<file path="src/rtl/cr_fifo_wrap_pkg.sv">
// Shared helpers for the parametrised wrapped FIFO: count-width sizing and even parity.
package cr_fifo_wrap_pkg;

  localparam int PAR_MAX_W = 4096;

  function automatic int cnt_width(input int depth);
    int w;
    w = 1;
    for (int i = 1; i < 31; i++) begin
      if ((1 << i) < (depth + 1)) w = i + 1;
    end
    return w;
  endfunction

  // Callers zero-extend to PAR_MAX_W; zero padding does not change parity.
  function automatic logic calc_par(input logic [PAR_MAX_W-1:0] d);
    return ^d;
  endfunction

endpackage

</file>
<file path="src/rtl/cr_fifo_param_core.sv">
// Flop-array FIFO core: pointers, count, full/empty, per-entry parity store and pop-time check.
// Write-to-read latency 1, fall-through head; writes dropped when full, reads ignored when empty.
module cr_fifo_param_core
  import cr_fifo_wrap_pkg::*;
#(
  parameter int DATA_W    = 106,
  parameter int DEPTH     = 16,
  parameter int PARITY_EN = 1,
  parameter int CNT_W     = cnt_width(DEPTH)
) (
  input  logic              clk,
  input  logic              rst_n,
  input  logic              i_clear,
  input  logic              i_wen,
  input  logic [DATA_W-1:0] i_wdata,
  input  logic              i_inject_perr,
  input  logic              i_ren,
  output logic [DATA_W-1:0] o_rdata,
  output logic              o_full,
  output logic              o_empty,
  output logic [CNT_W-1:0]  o_count,
  output logic [CNT_W-1:0]  o_cnt_nxt,
  output logic              o_perr
);

  localparam int               PTR_W    = (DEPTH > 1) ? $clog2(DEPTH) : 1;
  localparam logic [PTR_W-1:0] LAST_PTR = PTR_W'(DEPTH - 1);
  localparam logic [CNT_W-1:0] DEPTH_C  = CNT_W'(DEPTH);

  logic [DATA_W-1:0]    r_mem [DEPTH];
  logic [DEPTH-1:0]     r_par;
  logic [PTR_W-1:0]     r_wptr;
  logic [PTR_W-1:0]     r_rptr;
  logic [CNT_W-1:0]     r_count;
  logic [CNT_W-1:0]     w_cnt_nxt;
  logic                 w_full;
  logic                 w_empty;
  logic                 w_wr_acc;
  logic                 w_rd_acc;
  logic                 w_par_wr;
  logic [PAR_MAX_W-1:0] w_wpad;
  logic [PAR_MAX_W-1:0] w_rpad;

  function automatic logic [PTR_W-1:0] ptr_inc(input logic [PTR_W-1:0] p);
    return (p == LAST_PTR) ? '0 : p + PTR_W'(1);
  endfunction

  assign w_full   = (r_count == DEPTH_C);
  assign w_empty  = (r_count == '0);
  assign w_wr_acc = i_wen & ~w_full;
  assign w_rd_acc = i_ren & ~w_empty;

  always_comb begin
    w_cnt_nxt = r_count;
    if (i_clear) begin
      w_cnt_nxt = '0;
    end else begin
      case ({w_wr_acc, w_rd_acc})
        2'b10:   w_cnt_nxt = r_count + CNT_W'(1);
        2'b01:   w_cnt_nxt = r_count - CNT_W'(1);
        default: w_cnt_nxt = r_count;
      endcase
    end
  end

  always_ff @(posedge clk or negedge rst_n) begin
    if (!rst_n) begin
      r_wptr  <= '0;
      r_rptr  <= '0;
      r_count <= '0;
    end else begin
      r_count <= w_cnt_nxt;
      if (i_clear) begin
        r_wptr <= '0;
        r_rptr <= '0;
      end else begin
        if (w_wr_acc) r_wptr <= ptr_inc(r_wptr);
        if (w_rd_acc) r_rptr <= ptr_inc(r_rptr);
      end
    end
  end

  // Contents survive clear; only reset wipes them.
  always_ff @(posedge clk or negedge rst_n) begin
    if (!rst_n) begin
      for (int i = 0; i < DEPTH; i++) r_mem[i] <= '0;
      r_par <= '0;
    end else if (w_wr_acc && !i_clear) begin
      r_mem[r_wptr] <= i_wdata;
      r_par[r_wptr] <= w_par_wr;
    end
  end

  assign w_wpad   = PAR_MAX_W'(i_wdata);
  assign w_rpad   = PAR_MAX_W'(o_rdata);
  assign w_par_wr = calc_par(w_wpad) ^ i_inject_perr;

  assign o_rdata   = r_mem[r_rptr];
  assign o_full    = w_full;
  assign o_empty   = w_empty;
  assign o_count   = r_count;
  assign o_cnt_nxt = w_cnt_nxt;
  assign o_perr    = (PARITY_EN != 0) && w_rd_acc && (calc_par(w_rpad) != r_par[r_rptr]);

endmodule

</file>
<file path="src/rtl/cr_fifo_wrap_param.sv">
// Parametrised wrapped FIFO: level flags, high-water mark, sticky status, BIMC pass-through.
// Latency 1 write-to-read; full drops writes (overflow), empty ignores reads (underflow).
module cr_fifo_wrap_param
  import cr_fifo_wrap_pkg::*;
#(
  parameter int DATA_W     = 106,
  parameter int DEPTH      = 16,
  parameter int AFULL_LVL  = 1,
  parameter int AEMPTY_LVL = 1,
  parameter int PARITY_EN  = 1,
  parameter int CNT_W      = cnt_width(DEPTH)
) (
  input  logic              clk,
  input  logic              rst_n,
  input  logic              clear,
  input  logic              wen,
  input  logic [DATA_W-1:0] wdata,
  input  logic              inject_perr,
  input  logic              ren,
  output logic [DATA_W-1:0] rdata,
  output logic              full,
  output logic              empty,
  output logic              afull,
  output logic              aempty,
  output logic [CNT_W-1:0]  used_slots,
  output logic [CNT_W-1:0]  free_slots,
  output logic [CNT_W-1:0]  high_water,
  output logic              overflow,
  output logic              underflow,
  output logic              ro_uncorrectable_ecc_error,
  input  logic              bimc_idat,
  input  logic              bimc_isync,
  input  logic              bimc_rst_n,
  output logic              bimc_odat,
  output logic              bimc_osync
);

  localparam logic [CNT_W-1:0] DEPTH_C  = CNT_W'(DEPTH);
  localparam logic [CNT_W-1:0] AFULL_C  = CNT_W'(AFULL_LVL);
  localparam logic [CNT_W-1:0] AEMPTY_C = CNT_W'(AEMPTY_LVL);

  logic [CNT_W-1:0] w_count;
  logic [CNT_W-1:0] w_cnt_nxt;
  logic [CNT_W-1:0] w_free_nxt;
  logic             w_full;
  logic             w_empty;
  logic             w_perr;
  logic             w_unused_bimc;
  logic             r_afull;
  logic             r_aempty;
  logic [CNT_W-1:0] r_hw;
  logic             r_ovf;
  logic             r_udf;
  logic             r_ecc;

  cr_fifo_param_core #(
    .DATA_W    (DATA_W),
    .DEPTH     (DEPTH),
    .PARITY_EN (PARITY_EN),
    .CNT_W     (CNT_W)
  ) u_core (
    .clk           (clk),
    .rst_n         (rst_n),
    .i_clear       (clear),
    .i_wen         (wen),
    .i_wdata       (wdata),
    .i_inject_perr (inject_perr),
    .i_ren         (ren),
    .o_rdata       (rdata),
    .o_full        (w_full),
    .o_empty       (w_empty),
    .o_count       (w_count),
    .o_cnt_nxt     (w_cnt_nxt),
    .o_perr        (w_perr)
  );

  assign w_free_nxt = DEPTH_C - w_cnt_nxt;

  // Level flags come from the next-state count so they line up with full/empty.
  always_ff @(posedge clk or negedge rst_n) begin
    if (!rst_n) begin
      r_afull  <= 1'b0;
      r_aempty <= 1'b1;
      r_hw     <= '0;
      r_ovf    <= 1'b0;
      r_udf    <= 1'b0;
      r_ecc    <= 1'b0;
    end else begin
      r_afull  <= (w_free_nxt <= AFULL_C);
      r_aempty <= (w_cnt_nxt <= AEMPTY_C);
      if (clear) begin
        r_hw  <= '0;
        r_ovf <= 1'b0;
        r_udf <= 1'b0;
        r_ecc <= 1'b0;
      end else begin
        if (w_cnt_nxt > r_hw) r_hw <= w_cnt_nxt;
        r_ovf <= r_ovf | (wen & w_full);
        r_udf <= r_udf | (ren & w_empty);
        r_ecc <= r_ecc | w_perr;
      end
    end
  end

  assign full                       = w_full;
  assign empty                      = w_empty;
  assign afull                      = r_afull;
  assign aempty                     = r_aempty;
  assign used_slots                 = w_count;
  assign free_slots                 = DEPTH_C - w_count;
  assign high_water                 = r_hw;
  assign overflow                   = r_ovf;
  assign underflow                  = r_udf;
  assign ro_uncorrectable_ecc_error = r_ecc;

  // No BIMC-visible memory here; the chain just passes through.
  assign bimc_odat     = bimc_idat;
  assign bimc_osync    = bimc_isync;
  assign w_unused_bimc = bimc_rst_n;

endmodule

</file>
<file path="config.mk">
export PLATFORM = sky130hd
export DESIGN_NAME = cr_fifo_wrap_param
export DESIGN_NICKNAME = d
export VERILOG_FILES = /design/src/rtl/cr_fifo_wrap_pkg.sv /design/src/rtl/cr_fifo_param_core.sv /design/src/rtl/cr_fifo_wrap_param.sv
export SDC_FILE = /design/constraint.sdc
export NUM_CORES = 2
export LEC_CHECK = 0
export CAP_MARGIN = 20
export CORE_MARGIN = 3
export CORE_UTILIZATION = 60
export DETAILED_ROUTE_END_ITERATION = 8
export HOLD_SLACK_MARGIN = 0.12
export PLACE_DENSITY = 0.87
export SLEW_MARGIN = 40
export SYNTH_ARGS = -nofsm -noshare
export SYNTH_HDL_FRONTEND = slang
export SYNTH_SLANG_ARGS = --single-unit
</file>
<file path="constraint.sdc">
create_clock -name clk -period 12.2 [get_ports clk]
set_input_delay 1.22 -clock clk [delete_from_list [all_inputs] [get_ports clk]]
set_output_delay 1.22 -clock clk [all_outputs]
set_load 0.02 [all_outputs]
</file>
==> flow_metrics.tcl <==
set metrics [dict create \
    syn-cell-area_sq_mm 0.0813 \
    worst_path_cell_with_the_longest_stage_delay "dfrtp_4" \
    reg2reg_depth 13 \
    yosys_warnings 0 \
    cts.path.max_buffers 3 \
    post_dp_cell_area_sq_mm 0.0845 \
    synth_sequential_area_ratio_pct 53.4 \
    ys_types 60 \
    rsz_0062_raised_after_global_routing "false" \
    final_cell_area_sq_mm 0.0904 \
    drt-pass1-iter-count 7 \
    syn-num-nets 5233 \
    cts-htree-levels 4 \
    irDropWorstVdd_mv 0.979 \
    setup_tns_final_ns 0 \
    path_cells "buf_12, buf_12, buf_16, mux4_2, nand2_1, and3_1, a21oi_1, clkdlybuf4s50_1" \
    synth-edff-count 0 \
    hold_path.class "in2async" \
    worst_ep_arrival_ns 5.00 \
    synth-main-ff-cell "dfrtp_1" \
    core_region_area_sq_mm 0.134 \
    place.detailed.instances 6750 \
    cell_count_final_fillers_out 7066 \
    cts_made_buffers 171 \
    postCtsSetupBuffers 0 \
    async_flop_share_pct 100 \
    full_die_area_sq_mm 0.140 \
    ff2ff_setup_slack_ns 6.28 \
    min_period_over_period_pct 51.0 \
    gp_routability_congestion 0.784 \
    power-per-cell-area_mw_per_mm2 221 \
    floorplan.io_pins 245 \
    power_leakage_nw 42.5 \
    final_layout_size_suffix_gt1_share_pct 45.6 \
    tritoncts_clock_tree "yes" \
    clock.fmax_mhz 161 \
    wl_per_cell_um 29.7 \
    cts-hold-fix-buffers 0 \
    nets 5292 \
    die_width_um 374 \
    final_core_utilization_pct 67.5 \
    grt_pass1_wl_um 318000 \
    detailroute.via_count 46900 \
    drv.max_cap_violation_count 0 \
    slew_viol_final 0 \
    clkLatencyLatePin_ns 0.81 \
    worst_clock_skew_ns 0.0187 \
    initial_core_util_pct 60.7 \
    result_of_the_run "finished, final reports clean" \
    hold_violations_final 0 \
    start_kind "register" \
    dieHeight_um 374 \
    gr-total-overflow 0 \
    worst-path-max-fanout 77 \
    post_syn_instances 5100 \
    route.detailed.vias_per_inst 6.63 \
    tightest_slew_ns 0.902 \
    cts_root_buffer "clkbuf_16" \
    vias_in_the_first_global_route 50300 \
    detailedRoute.firstIterationViolations 4002 \
    drt_drc_violations_left 0 \
    worstPathRequired_ns 10.98 \
    grt_max_degree 160 \
    postCtsResizedCells 0 \
    syn-mean-instance-area_sq_um 15.9 \
    route.antenna.remaining_nets 0 \
    timing_worst_setup_path_type "reg2out" \
    path_clk_slew_ns 0.06 \
    relSlewSlack_pct 39.8 \
    timing.critical_path.mode_cell "buf_12" \
    timing.critical_path.slowest_cell_delay_ns 0.93 \
    clock_sink_count 1735 \
    number_of_antenna_violations_at_the_first_check_in_global_routing 18 \
    worst_setup_path_end_kind "output pin" \
    setup_viol 0 \
    detail_route.wirelength_um 210000 \
    r2r_start "u_core.r_rptr[0]" \
    regToRegEndpoint "ro_uncorrectable_ecc_error" \
    final.min_clock_period_ns 6.22 \
    global_route_usage_over_all_layers_pct 30.1 \
    ys_ff_latch 1735 \
    portBuffers 239 \
    hpwl_um 118000 \
    synthToLayoutAreaGrowth_pct 11.2 \
    floorplan.rows 134 \
]
-- kinds of logic after synthesis --
logic type | count (synthesis) | synth area share [%]
DFF | 1735 | 53.4
muxes | 2328 | 37.9
AOI/OAI and AO/OA | 176 | 1.50
buffers and inverters | 462 | 3.36
xor gates and xnor gates | 215 | 2.53
adders and majority gates | 19 | 0.289
and+or+nand+nor | 165 | 0.970
-- cells in the final DEF, fill, tap and decap left out, types with 4 or more instances in the layout --
cell type and count:
mux2_2 1713, or2_2 4, a22oi_1 21, buf_4 42, diode_2 14, inv_1 15
a21oi_1 36, nand2_1 71, nor2_1 27, xnor2_1 161, o21ai_0 37, nor2_4 4
clkinv_2 17, ha_1 18, buf_6 21, clkbuf_16 176, inv_6 5, clkbuf_8 31
bufinv_16 15, nor2b_1 5, clkdlybuf4s50_1 238, nand3_4 9, xor2_1 39, dfrtp_4 4
mux2i_1 213, a221o_1 7, and3_1 17, clkinv_4 5, xnor3_1 8, mux4_1 96
clkinvlp_4 7, buf_16 12, mux4_2 305, dfrtp_1 1730, buf_12 17, a221oi_1 52
a211oi_1 4, clkbuf_1 41
-- worst max-delay path, delay by kind of cell, from the launching register on --
kind / cells / cell delay, ns
AOI/OAI and AO/OA: 1 / 0.56
buffers and inverters: 4 / 2.00
DFF: 1 / 0.93
muxes: 1 / 0.31
and+or+nand+nor: 2 / 0.26
-- layout make-up --
class / instances / area, sq um
Timing Repair Buffer: 331 / 3620
Multi-Input combinational cell: 2903 / 35300
Antenna cell: 14 / 35.0
Sequential cell: 1735 / 43400
Clock buffer: 247 / 4970
Clock inverter: 51 / 716
Inverter: 17 / 71.3
Fill cell: 8375 / 43600
Tap cell: 1768 / 2210
-- power by group --
group	internal (mW)	leakage (nW)	switching, mW	total (mW)
Clock	3.14	2.77	2.23	5.38
Combinational	3.88	16.2	3.92	7.80
Sequential	6.42	23.6	0.399	6.82
Total	13.4	42.5	6.55	20.0
-- metal layers --
layer / up-vias / GRT usage, % / wire (um)
li1: 19100 / - / -
met1: 25600 / 40.5 / 85800
met2: 1764 / 47.8 / 100000
met3: 445 / 6.83 / 15200
met4: 6 / 12.2 / 8300
met5: - / 0 / 40
-- synth_stat cells (9+ instances only) --
cell type,instances,area (sq um)
dfrtp_1,1734,43400
mux2_2,1713,19300
clkbuf_1,317,1190
mux4_2,305,6870
mux2i_1,213,2130
xnor2_1,163,1430
mux4_1,96,2520
nand2_1,71,267
a221oi_1,52,455
o21ai_0,39,195
xor2_1,39,342
a21oi_1,37,185
buf_6,33,372
nor2_1,31,116
buf_12,26,521
buf_4,25,188
a22oi_1,21,158
buf_2,20,100
ha_1,18,225
and3_1,17,106
inv_1,16,60.1
nand3_1,11,55.1
buf_8,9,135
clkbuf_8,9,124
-- metrics by stage --
| stage | power [mW] | worst slack (ns) | hold WS [ns] |
|---|---|---|---|
| 6_report | 20.0 | 5.98 | 0.288 |
| 2_1_floorplan | 12.1 | 7.65 | 0.470 |
| 3_3_place_gp | 14.4 | 6.17 | 0.479 |
| 4_1_cts | 20.0 | 5.91 | 0.429 |
| 3_5_place_dp | 14.6 | 6.34 | 0.484 |
| 5_1_grt | 20.7 | 5.75 | 0.280 |
-- sequential cells by signal, indices dropped and copies added (netlist names) --
name	flops
high_water	5
afull	1
ro_uncorrectable_ecc_error	1
overflow	1
underflow	1
u_core.o_count	5
aempty	1
u_core.r_mem	1696
u_core.r_wptr	4
u_core.r_rptr	4
u_core.r_par	16
-- worst max path at each step --
stage,start,to,slack [ns]
floorplan,u_core.o_count[1],high_water[2],7.65
global placement,u_core.r_rptr[1],ro_uncorrectable_ecc_error,6.17
detailed placement,u_core.r_rptr[0],ro_uncorrectable_ecc_error,6.34
CTS,u_core.r_rptr[0],rdata[43],5.91
global route,u_core.r_rptr[0],rdata[43],5.75
finish,u_core.r_rptr[0],rdata[43],5.98
No activity file was read; power rests on OpenSTA's default activity.
